`config.mk`:
```
export PLATFORM = sky130hd
export DESIGN_NAME = roberto_rx_medidas
export DESIGN_NICKNAME = d
export VERILOG_FILES = /design/src/rtl/roberto_rx_medidas_pkg.sv /design/src/rtl/rx_serial_7E1.sv /design/src/rtl/roberto_rx_medidas.sv
export SDC_FILE = /design/constraint.sdc
export NUM_CORES = 1
export LEC_CHECK = 0
export BUFFER_PORTS_ARGS = -buffer_cell sky130_fd_sc_hd__buf_2
export CORE_ASPECT_RATIO = 0.6
export CORE_MARGIN = 1.5
export CORE_UTILIZATION = 25
export DETAILED_ROUTE_END_ITERATION = 16
export GPL_ROUTABILITY_DRIVEN = 0
export PLACE_DENSITY_LB_ADDON = 0.3
export SLEW_MARGIN = 20
export SYNTH_ARGS = -nofsm -noshare
export SYNTH_HDL_FRONTEND = slang
export SYNTH_SLANG_ARGS = --single-unit
```
`constraint.sdc`:
```
create_clock -name clock -period 4.33 [get_ports clock]
set_input_delay 0.433 -clock clock [delete_from_list [all_inputs] [get_ports clock]]
set_output_delay 0.433 -clock clock [all_outputs]
set_load 0.01 [all_outputs]
```
`src/rtl/roberto_rx_medidas_pkg.sv`:
```
// roberto_rx_medidas_pkg: ASCII constants, frame length and state encodings shared by the receiver
package roberto_rx_medidas_pkg;

   localparam logic [6:0] ASCII_0         = 7'h30;
   localparam logic [6:0] ASCII_9         = 7'h39;
   localparam logic [6:0] ASCII_VIRGULA   = 7'h2C;
   localparam logic [6:0] ASCII_CERQUILHA = 7'h23;
   localparam int         FRAME_LEN       = 12;

   typedef enum logic [2:0] {OCIOSO, INICIO, DADOS, PARIDADE, PARADA} uart_estado_t;
   typedef enum logic [3:0] {RECEBE = 4'h1, RESINCRONIZA = 4'hE} parser_estado_t;

   function automatic logic eh_digito(input logic [6:0] c);
      return (c >= ASCII_0) && (c <= ASCII_9);
   endfunction

endpackage

```
`src/rtl/rx_serial_7E1.sv`:
```
// rx_serial_7E1: 7E1 UART receiver with input synchroniser, mid-bit sampling and parity/stop checking
module rx_serial_7E1
   import roberto_rx_medidas_pkg::*;
#(
   parameter int CLKS_PER_BIT = 434
) (
   input  logic       i_clk,
   input  logic       i_rst,
   input  logic       i_rx,
   output logic [6:0] o_dado,
   output logic       o_char_ok,
   output logic       o_char_err
);

   localparam int             W        = $clog2(CLKS_PER_BIT);
   localparam logic [W-1:0]   FIM_BIT  = W'(CLKS_PER_BIT - 1);
   localparam logic [W-1:0]   FIM_MEIO = W'(CLKS_PER_BIT / 2 - 1);

   uart_estado_t r_estado, w_prox;
   logic         r_rx_meta, r_rx_sync, r_rx_ant, r_par;
   logic [W-1:0] r_cnt;
   logic [2:0]   r_nbit;
   logic [6:0]   r_dado;
   logic         w_queda, w_meio, w_bit, w_amostra;

   assign w_queda    = r_rx_ant & ~r_rx_sync;
   assign w_meio     = (r_estado == INICIO) && (r_cnt == FIM_MEIO);
   assign w_bit      = (r_estado == DADOS || r_estado == PARIDADE || r_estado == PARADA) && (r_cnt == FIM_BIT);
   assign w_amostra  = w_meio | w_bit;
   assign o_char_ok  = (r_estado == PARADA) && w_bit && r_rx_sync && (r_par == ^r_dado);
   assign o_char_err = (r_estado == PARADA) && w_bit && !o_char_ok;
   assign o_dado     = r_dado;

   // two-flop synchroniser plus one delayed copy for falling-edge detection, all idle high
   always_ff @(posedge i_clk or posedge i_rst)
      if (i_rst) {r_rx_meta, r_rx_sync, r_rx_ant} <= 3'b111;
      else {r_rx_meta, r_rx_sync, r_rx_ant} <= {i_rx, r_rx_meta, r_rx_sync};

   // UART state register
   always_ff @(posedge i_clk or posedge i_rst)
      if (i_rst) r_estado <= OCIOSO;
      else r_estado <= w_prox;

   // next state: a high half-bit sample means the start edge was a glitch
   always_comb begin
      w_prox = r_estado;
      case (r_estado)
         OCIOSO:   if (w_queda) w_prox = INICIO;
         INICIO:   if (w_meio) w_prox = r_rx_sync ? OCIOSO : DADOS;
         DADOS:    if (w_bit && r_nbit == 3'd6) w_prox = PARIDADE;
         PARIDADE: if (w_bit) w_prox = PARADA;
         PARADA:   if (w_bit) w_prox = OCIOSO;
         default:  w_prox = OCIOSO;
      endcase
   end

   // bit timer restarts at every sample; data shifts in LSB first
   always_ff @(posedge i_clk or posedge i_rst)
      if (i_rst) begin
         r_cnt  <= '0;
         r_nbit <= '0;
         r_dado <= '0;
         r_par  <= 1'b0;
      end else begin
         r_cnt <= (r_estado == OCIOSO || w_amostra) ? '0 : r_cnt + 1'b1;
         if (w_meio) r_nbit <= '0;
         if (w_bit && r_estado == DADOS) begin
            r_dado <= {r_rx_sync, r_dado[6:1]};
            r_nbit <= r_nbit + 3'd1;
         end
         if (w_bit && r_estado == PARIDADE) r_par <= r_rx_sync;
      end

endmodule

```
`src/rtl/roberto_rx_medidas.sv`:
```
// roberto_rx_medidas: parses "DDD,DDD,DDD#" frames from the UART and publishes three BCD distances atomically
module roberto_rx_medidas
   import roberto_rx_medidas_pkg::*;
#(
   parameter int CLKS_PER_BIT = 434
) (
   input  logic        clock,
   input  logic        reset,
   input  logic        RX,
   output logic [11:0] medida1,
   output logic [11:0] medida2,
   output logic [11:0] medida3,
   output logic        pronto,
   output logic        erro,
   output logic [3:0]  db_estado,
   output logic [3:0]  db_indice
);

   logic [6:0]     w_dado;
   logic           w_ok, w_err, w_ev, w_cerq, w_valido, w_grava;
   parser_estado_t r_estado, w_estado_n;
   logic [3:0]     r_idx, w_idx_n;
   logic           r_pronto, r_erro, w_pronto_n, w_erro_n;
   logic [3:0]     r_sombra [FRAME_LEN];
   logic [11:0]    r_medida1, r_medida2, r_medida3;

   rx_serial_7E1 #(.CLKS_PER_BIT(CLKS_PER_BIT)) u_rx (
      .i_clk      (clock),
      .i_rst      (reset),
      .i_rx       (RX),
      .o_dado     (w_dado),
      .o_char_ok  (w_ok),
      .o_char_err (w_err)
   );

   assign w_ev     = w_ok | w_err;
   assign w_cerq   = w_ok && (w_dado == ASCII_CERQUILHA);
   assign w_valido = w_ok && ((r_idx == 4'd11) ? (w_dado == ASCII_CERQUILHA) :
                              (r_idx == 4'd3 || r_idx == 4'd7) ? (w_dado == ASCII_VIRGULA) : eh_digito(w_dado));
   assign w_grava  = (r_estado == RECEBE) && w_valido;

   assign medida1   = r_medida1;
   assign medida2   = r_medida2;
   assign medida3   = r_medida3;
   assign pronto    = r_pronto;
   assign erro      = r_erro;
   assign db_estado = r_estado;
   assign db_indice = r_idx;

   // parser registers
   always_ff @(posedge clock or posedge reset)
      if (reset) begin
         r_estado <= RECEBE;
         r_idx    <= '0;
         r_pronto <= 1'b0;
         r_erro   <= 1'b0;
      end else begin
         r_estado <= w_estado_n;
         r_idx    <= w_idx_n;
         r_pronto <= w_pronto_n;
         r_erro   <= w_erro_n;
      end

   // next state: a clean '#' at a wrong index counts as its own resync point
   always_comb begin
      w_estado_n = r_estado;
      w_idx_n    = r_idx;
      w_pronto_n = 1'b0;
      w_erro_n   = 1'b0;
      if (r_estado == RESINCRONIZA) begin
         if (w_cerq) begin
            w_estado_n = RECEBE;
            w_idx_n    = '0;
         end
      end else if (w_valido) begin
         w_pronto_n = (r_idx == 4'd11);
         w_idx_n    = (r_idx == 4'd11) ? 4'd0 : r_idx + 4'd1;
      end else if (w_ev) begin
         w_erro_n   = 1'b1;
         w_idx_n    = '0;
         w_estado_n = w_cerq ? RECEBE : RESINCRONIZA;
      end
   end

   // shadow digits fill per index; outputs load only from a complete frame
   always_ff @(posedge clock or posedge reset)
      if (reset) begin
         for (int k = 0; k < FRAME_LEN; k++) r_sombra[k] <= '0;
         r_medida1 <= '0;
         r_medida2 <= '0;
         r_medida3 <= '0;
      end else if (w_grava) begin
         r_sombra[r_idx] <= w_dado[3:0];
         if (r_idx == 4'd11) begin
            r_medida1 <= {r_sombra[0], r_sombra[1], r_sombra[2]};
            r_medida2 <= {r_sombra[4], r_sombra[5], r_sombra[6]};
            r_medida3 <= {r_sombra[8], r_sombra[9], r_sombra[10]};
         end
      end else if (w_erro_n) begin
         for (int k = 0; k < FRAME_LEN; k++) r_sombra[k] <= '0;
      end

endmodule
```
==> run metrics, run 1 <==
run status finished clean; post-synthesis cell count 509; data required time at the worst endpoint 4.54 ns; #FFs+latches synth 106; CTS root buf clkbuf_16; leakage power of the design 2.59 nW; Area growth, synth to finish 14.3%; largest area contributor in the netlist dfrtp_1; combined area of all synthesized cells 5040 um^2; worst min path class in2reg; commonest cells after routing, fill and taps aside 102 x dfrtp_1, 57 x nand2_1, 55 x nand3_1; antenna diode instance count 0; final-stage net count 562; number of distinct library cells after synthesis 48; maximum net fanout on the critical path 72; post-CTS setup buffers 0; dominant synthesized flop cell dfrtp_1; number of cells traversed by the worst register-to-register path 8; MaxCap Viol Count 0; register-to-register path setup slack 0.68 ns; full die area 21000 um^2; EDFF count, synth 0; number of sinks on the clock net 106; Synth top area share 50.7%; number of hold violations in the final report 0; violation count after the first detailed-routing iteration 230; total internal power 1.45 mW; antenna-violating nets left 0; nature of the critical path endpoint flip-flop; buffering stage count on the worst path with inverters included 1; number of antenna violations at the first check in global routing 0; largest net degree at the start of global routing 74; sequential element share of the synthesized area 52.7%; post-DR vias/cell 4.47; quantity of gates resized following cts 0; global-route wire length before repair 19100 um; Setup Total Neg Slack 0 ns; Remaining Overflow, GRT 0; Placed Area 5470 um^2; Post-CTS Hold Buffers 0; critical hold path startpoint RX; share of power burned in combinational logic 4.9%; H-Tree Level Count 3; commonest non-fill, non-tap cell in the layout dfrtp_1; I/O pin count 49; share of final-layout standard cells stronger than drive strength 1 21.4%; endpoint with the worst hold slack u_rx.r_rx_meta$_DFF_PP1_; die outline height 113 um; transition time of the tightest slew-check pin 0.930 ns; critical-path cell list inv_1, ha_1, xnor3_1, xnor2_2, and4_1, or4b_4, nand2_1, o21ai_2; data arrival time of the critical path 3.86 ns; number of cells traversed by the worst hold path 1; skew final 0.0119 ns; Top delay family on crit path simple AND/OR/NAND/NOR gates; total DRC errors in the routed layout 0; setup repair after global routing missed its margin no; Yosys warning count 0; vias after detailed routing 3636; Max stage delay cell, worst path or4b_4; total routing usage reported by global routing 11.7%; CTS Buffer Depth 2; Max Slew Vio Count 0; Layout fillers 2032; via count of the first global-routing pass 3584; TritonCTS buffer count 9; mean post-synth cell area 9.90 um^2; final critical path time including I/O delays and setup 3.65 ns; initial cell density of the core 26.0%; syn_nets 529; Clock transition at path regs 0.08 ns; Die W 186 um; relative slew slack 38.0%; Switching Share 25.0%; detail-routed net length per standard cell 14.2 um; crit start category flip-flop; endpoint of the lowest-slack register-to-register path medida3[11]$_DFFE_PP0P_; DRT Wirelength 11600 um; row cnt 39; max incr delay on CP 0.87 ns; Max Fclk 274 MHz; path type of the worst setup path reg2reg; Worst-Skew Late Latency 0.35 ns; placed wire-length estimate after detailed placement 8190 um; biggest area contributors in the synthesized netlist dfrtp_1 51%, o21ai_2 6.3%, nand3_1 5.5%; maximum resistive drop on vdd 0.000165 V; worst flop-to-flop path startpoint u_rx.o_dado[2]$_DFFE_PP0P_; clock tree from TritonCTS yes; number of buffers added on ports 48; asr flop ratio synth 100%; sequential cell fraction of total power 54.0%; Placeable Area 19400 um^2; Layout Cell Area excl Fill 5760 um^2; number of optimization iterations in the first detailed-route pass 4; Final setup viols 0; total net switching power 0.485 mW; part of the cycle the worst path needs 84.3%; clock share of power 41.1%; power density of the placed cells 337 nW/um^2
## through the flow
step / std cells / setup slack (ns) / util (%) / hold slack [ns] / power (mW)
finish: 813 / 0.678 / 29.7 / 0.167 / 1.94
global route: 813 / 0.468 / 29.7 / 0.156 / 2.03
CTS: 813 / 0.722 / 29.7 / 0.155 / 1.97
detailed placement: 797 / 0.750 / 28.3 / 0.348 / 1.16
floorplan: 509 / 1.11 / - / 0.345 / 1.13
global placement: 797 / 0.820 / 28.3 / 0.350 / 1.15
## metal layers
layer  vias up  part of all wire [%]  global-route usage, %
met1      1772                    52                   17.8
li1       1775                     -                      -
met4         0                  0.22                   2.74
met2        87                    41                   15.8
met3         2                   6.6                   3.51
met5         -                     0                      0
## power by group through the flow
| stage | combinational, mW | sequential, mW | clock, mW |
|---|---|---|---|
| 6_report | 0.0948 | 1.05 | 0.796 |
| 5_1_grt | 0.112 | 1.05 | 0.861 |
| 4_1_cts | 0.0986 | 1.05 | 0.828 |
| 3_5_place_dp | 0.0984 | 1.07 | 0 |
| 3_3_place_gp | 0.0912 | 1.06 | 0 |
| 2_1_floorplan | 0.0791 | 1.05 | 0 |
## sequential cells by signal (all words and copies together), names as in the netlist, 2 cells and up
signal,count
medida3,12
db_estado,2
u_rx.r_cnt,9
u_rx.r_estado,3
medida1,12
u_rx.r_nbit,3
r_sombra,36
medida2,12
u_rx.o_dado,7
db_indice,4
## how the worst max path moves through the flow
stage,to,slack [ns],startpoint,depth (start not counted)
floorplan,db_estado[2]$_DFFE_PP0P_,1.11,reset,1
CTS,medida3[11]$_DFFE_PP0P_,0.72,u_rx.o_dado[2]$_DFFE_PP0P_,8
global placement,medida2[5]$_DFFE_PP0P_,0.82,u_rx.o_dado[2]$_DFFE_PP0P_,8
finish,medida3[11]$_DFFE_PP0P_,0.68,u_rx.o_dado[2]$_DFFE_PP0P_,8
global route,medida3[11]$_DFFE_PP0P_,0.47,u_rx.o_dado[2]$_DFFE_PP0P_,8
detailed placement,medida3[11]$_DFFE_PP0P_,0.75,u_rx.o_dado[2]$_DFFE_PP0P_,8
## Yosys cell counts (all sizes together), types with 2 or more instances
cell type,number
a21o,2
clkbuf,17
buf,12
o22ai,2
inv,51
dfstp,4
nor2b,2
nor4,4
o211ai,10
xnor2,4
mux2i,3
a31oi,2
mux2,4
ha,17
dfrtp,102
nand3,55
nand2b,5
nor3b,2
or3,2
nor2,31
and4,2
nand3b,10
o21ai,83
xor2,5
a21oi,4
nand2,57
## final cells by class
class | count | area (um^2) | share of cell area [%]
clock inverters | 7 | 61.3 | 1.06
clock buffers | 9 | 225 | 3.91
inverters | 51 | 194 | 3.37
multi-input cells | 323 | 2030 | 35.2
well taps | 266 | 333 | 5.78
flip-flops and latches | 106 | 2660 | 46.1
repair buffers | 51 | 263 | 4.56
## kinds of logic (layout without fill, tap and decap cells)
logic type	after synthesis	count (layout)	synth area share, %
simple gates	177	177	17.0
compound gates	112	112	15.1
flops	106	106	52.7
buf+inv	80	118	7.25
fa+ha+maj	17	17	4.22
xor+xnor	10	10	2.16
mux	7	7	1.49
(Power assumes the default switching activity.)
==> run 2: changes to the inputs <==
ABC_AREA = 1   (was default)
clock period = 2.92 ns   (was 4.33 ns; I/O delays follow)
==> run 2 against run 1 <==
- critical endpoint is now medida2[10]$_DFFE_PP0P_
- synthesized area up 1.8%
- critical path type unchanged
- via count grew 11%
- combinational power rose by 91%
==> run metrics, run 2 <==
run status finished clean; final critical path time including I/O delays and setup 2.47 ns; data required time at the worst endpoint 3.16 ns; placed wire-length estimate after detailed placement 9000 um; Max Fclk 405 MHz; number of sinks on the clock net 106; maximum resistive drop on vdd 0.000284 V; CTS Buffer Depth 2; worst flop-to-flop path startpoint u_rx.o_dado[4]$_DFFE_PP0P_; vias after detailed routing 4039; share of the core filled with cells 29.4%; dominant synthesized flop cell dfrtp_1; commonest cells after routing, fill and taps aside 185 x nand2_1, 125 x nand3_1, 102 x dfrtp_1; TritonCTS buffer count 9; sequential element share of the synthesized area 51.8%; Placement Setup Slack 0.432 ns; transition time of the tightest slew-check pin 0.616 ns; combined area of all synthesized cells 5130 um^2; final-stage net count 672; quantity of gates resized following cts 0; die outline height 114 um; path type of the worst setup path reg2reg; worst min path class in2async; Clock transition at path regs 0.07 ns; number of cells traversed by the worst register-to-register path 14; mean post-synth cell area 8.43 um^2; Synth top area share 49.8%; relative slew slack 58.8%; maximum net fanout on the critical path 37; register name with the most flops r_sombra; post-CTS setup buffers 0; CTS root buf clkbuf_16; dominant cell by count in the synthesized netlist nand2_1; syn_nets 628; #FFs+latches synth 106; global-route wire length before repair 20900 um; violation count after the first detailed-routing iteration 309; post-synthesis cell count 608; endpoint of the lowest-slack register-to-register path medida2[10]$_DFFE_PP0P_; post-DR vias/cell 4.35; largest net degree at the start of global routing 83; Remaining Overflow, GRT 0; crit start category flip-flop; data arrival time of the critical path 2.71 ns; asr flop ratio synth 100%; leakage power of the design 3.28 nW; Die W 188 um; initial cell density of the core 25.5%; share of final-layout standard cells stronger than drive strength 1 14.5%; I/O pin count 49; nature of the critical path endpoint flip-flop; largest area contributor in the netlist dfrtp_1; clock tree from TritonCTS yes; Area growth, synth to finish 15.2%; Setup Total Neg Slack 0 ns; Max Slew Vio Count 0; most common library cells after synthesis 185 x nand2_1, 125 x nand3_1, 102 x dfrtp_1, 48 x inv_1, 27 x nor2_1; antenna-violating nets left 0; number of optimization iterations in the first detailed-route pass 5; Worst-Skew Late Latency 0.35 ns; biggest area contributors in the synthesized netlist dfrtp_1 50%, nand2_1 14%, nand3_1 12%; commonest non-fill, non-tap cell in the layout nand2_1; Final setup viols 0; part of the cycle the worst path needs 84.6%; Post-CTS Hold Buffers 0; detail-routed net length per standard cell 13.5 um; setup repair after global routing missed its margin no; Placeable Area 20100 um^2; EDFF count, synth 0; antenna diode instance count 0; power density of the placed cells 490 nW/um^2; skew final 0.0109 ns; Largest register FFs 36; DRT Wirelength 12500 um; number of buffers added on ports 48; post-route worst setup slack 0.451 ns; full die area 21400 um^2; number of distinct library cells after synthesis 30; register-to-register path setup slack 0.45 ns; number of hold violations in the final report 0; total DRC errors in the routed layout 0; total routing usage reported by global routing 12.4%; MaxCap Viol Count 0; number of antenna violations at the first check in global routing 0; Yosys warning count 0; H-Tree Level Count 3; row cnt 40; via count of the first global-routing pass 3824
==> run 2: cell types whose count changed after synthesis, sizes merged, moves of 9 or more <==
cell    delta
nand4     +15
o21ai     -64
nand3b     -9
nand3     +70
nand2    +132
clkbuf     -9
o211ai    -10
==> run 2: stage by stage <==
step / hold slack, ns / power (mW) / instance area [um^2] / std cells
global route: 0.0355 / 3.04 / 5910 / 929
CTS: 0.0152 / 2.94 / 5910 / 929
global placement: 0.348 / 1.75 / 5620 / 914
finish: 0.00106 / 2.89 / 5910 / 929
detailed placement: 0.354 / 1.75 / 5620 / 914
floorplan: 0.296 / 1.69 / 5130 / 608
==> run 2: layer usage <==
layer	vias up	track usage (%)	wire length (um)
met4	0	2.77	87
met3	8	2.86	534
met1	1890	20.6	7380
met5	-	0	0
li1	2062	-	-
met2	79	15.4	4530
==> run 2: logic make-up (layout without fill, tap and decap cells) <==
family,after synthesis,in the layout,share of synthesized area (%)
AOI/OAI and AO/OA,29,29,2.93
xor gates and xnor gates,1,1,0.171
adders and majority gates,17,17,4.15
buffers and inverters,78,126,7.30
DFF,106,106,51.8
muxes,1,1,0.220
and+or+nand+nor,376,376,33.4
==> run 2: worst max path at each step <==
stage / startpoint / to / cells past startpoint
floorplan: u_rx.o_dado[3]$_DFFE_PP0P_ / medida1[0]$_DFFE_PP0P_ / 16
global placement: u_rx.o_dado[4]$_DFFE_PP0P_ / medida2[8]$_DFFE_PP0P_ / 14
detailed placement: u_rx.o_dado[4]$_DFFE_PP0P_ / medida2[0]$_DFFE_PP0P_ / 14
CTS: u_rx.o_dado[4]$_DFFE_PP0P_ / medida2[0]$_DFFE_PP0P_ / 14
global route: u_rx.o_dado[4]$_DFFE_PP0P_ / medida2[4]$_DFFE_PP0P_ / 15
finish: u_rx.o_dado[4]$_DFFE_PP0P_ / medida2[10]$_DFFE_PP0P_ / 14
==> run 2: area by class of cell <==
| cell class | count | area [um^2] |
|---|---|---|
| fillers | 2129 | 14200 |
| inverters | 55 | 215 |
| multi-input cells | 424 | 2100 |
| clock buffers | 9 | 225 |
| repair buffers | 56 | 313 |
| clock inverters | 6 | 57.6 |
| well taps | 273 | 342 |
| flip-flops and latches | 106 | 2660 |
==> run 2: power by group <==
part / internal, mW / switching, mW / total (mW)
clock network: 0.596 / 0.586 / 1.18
logic: 0.0602 / 0.121 / 0.181
registers: 1.50 / 0.0326 / 1.53
total: 2.16 / 0.739 / 2.89
==> run 2: worst max-delay path: stages, from the launching register on <==
cell and delay (ns):
dfrtp_1 0.40, inv_1 0.08, ha_1 0.33, inv_1 0.08, nand2_1 0.05, nand2_1 0.10, nand2_1 0.06, nand3_1 0.11
nand2_2 0.10, nor2_8 0.18, nand2_4 0.13, inv_6 0.24, nand2_4 0.29, nand2_1 0.15, nand2_1 0.05
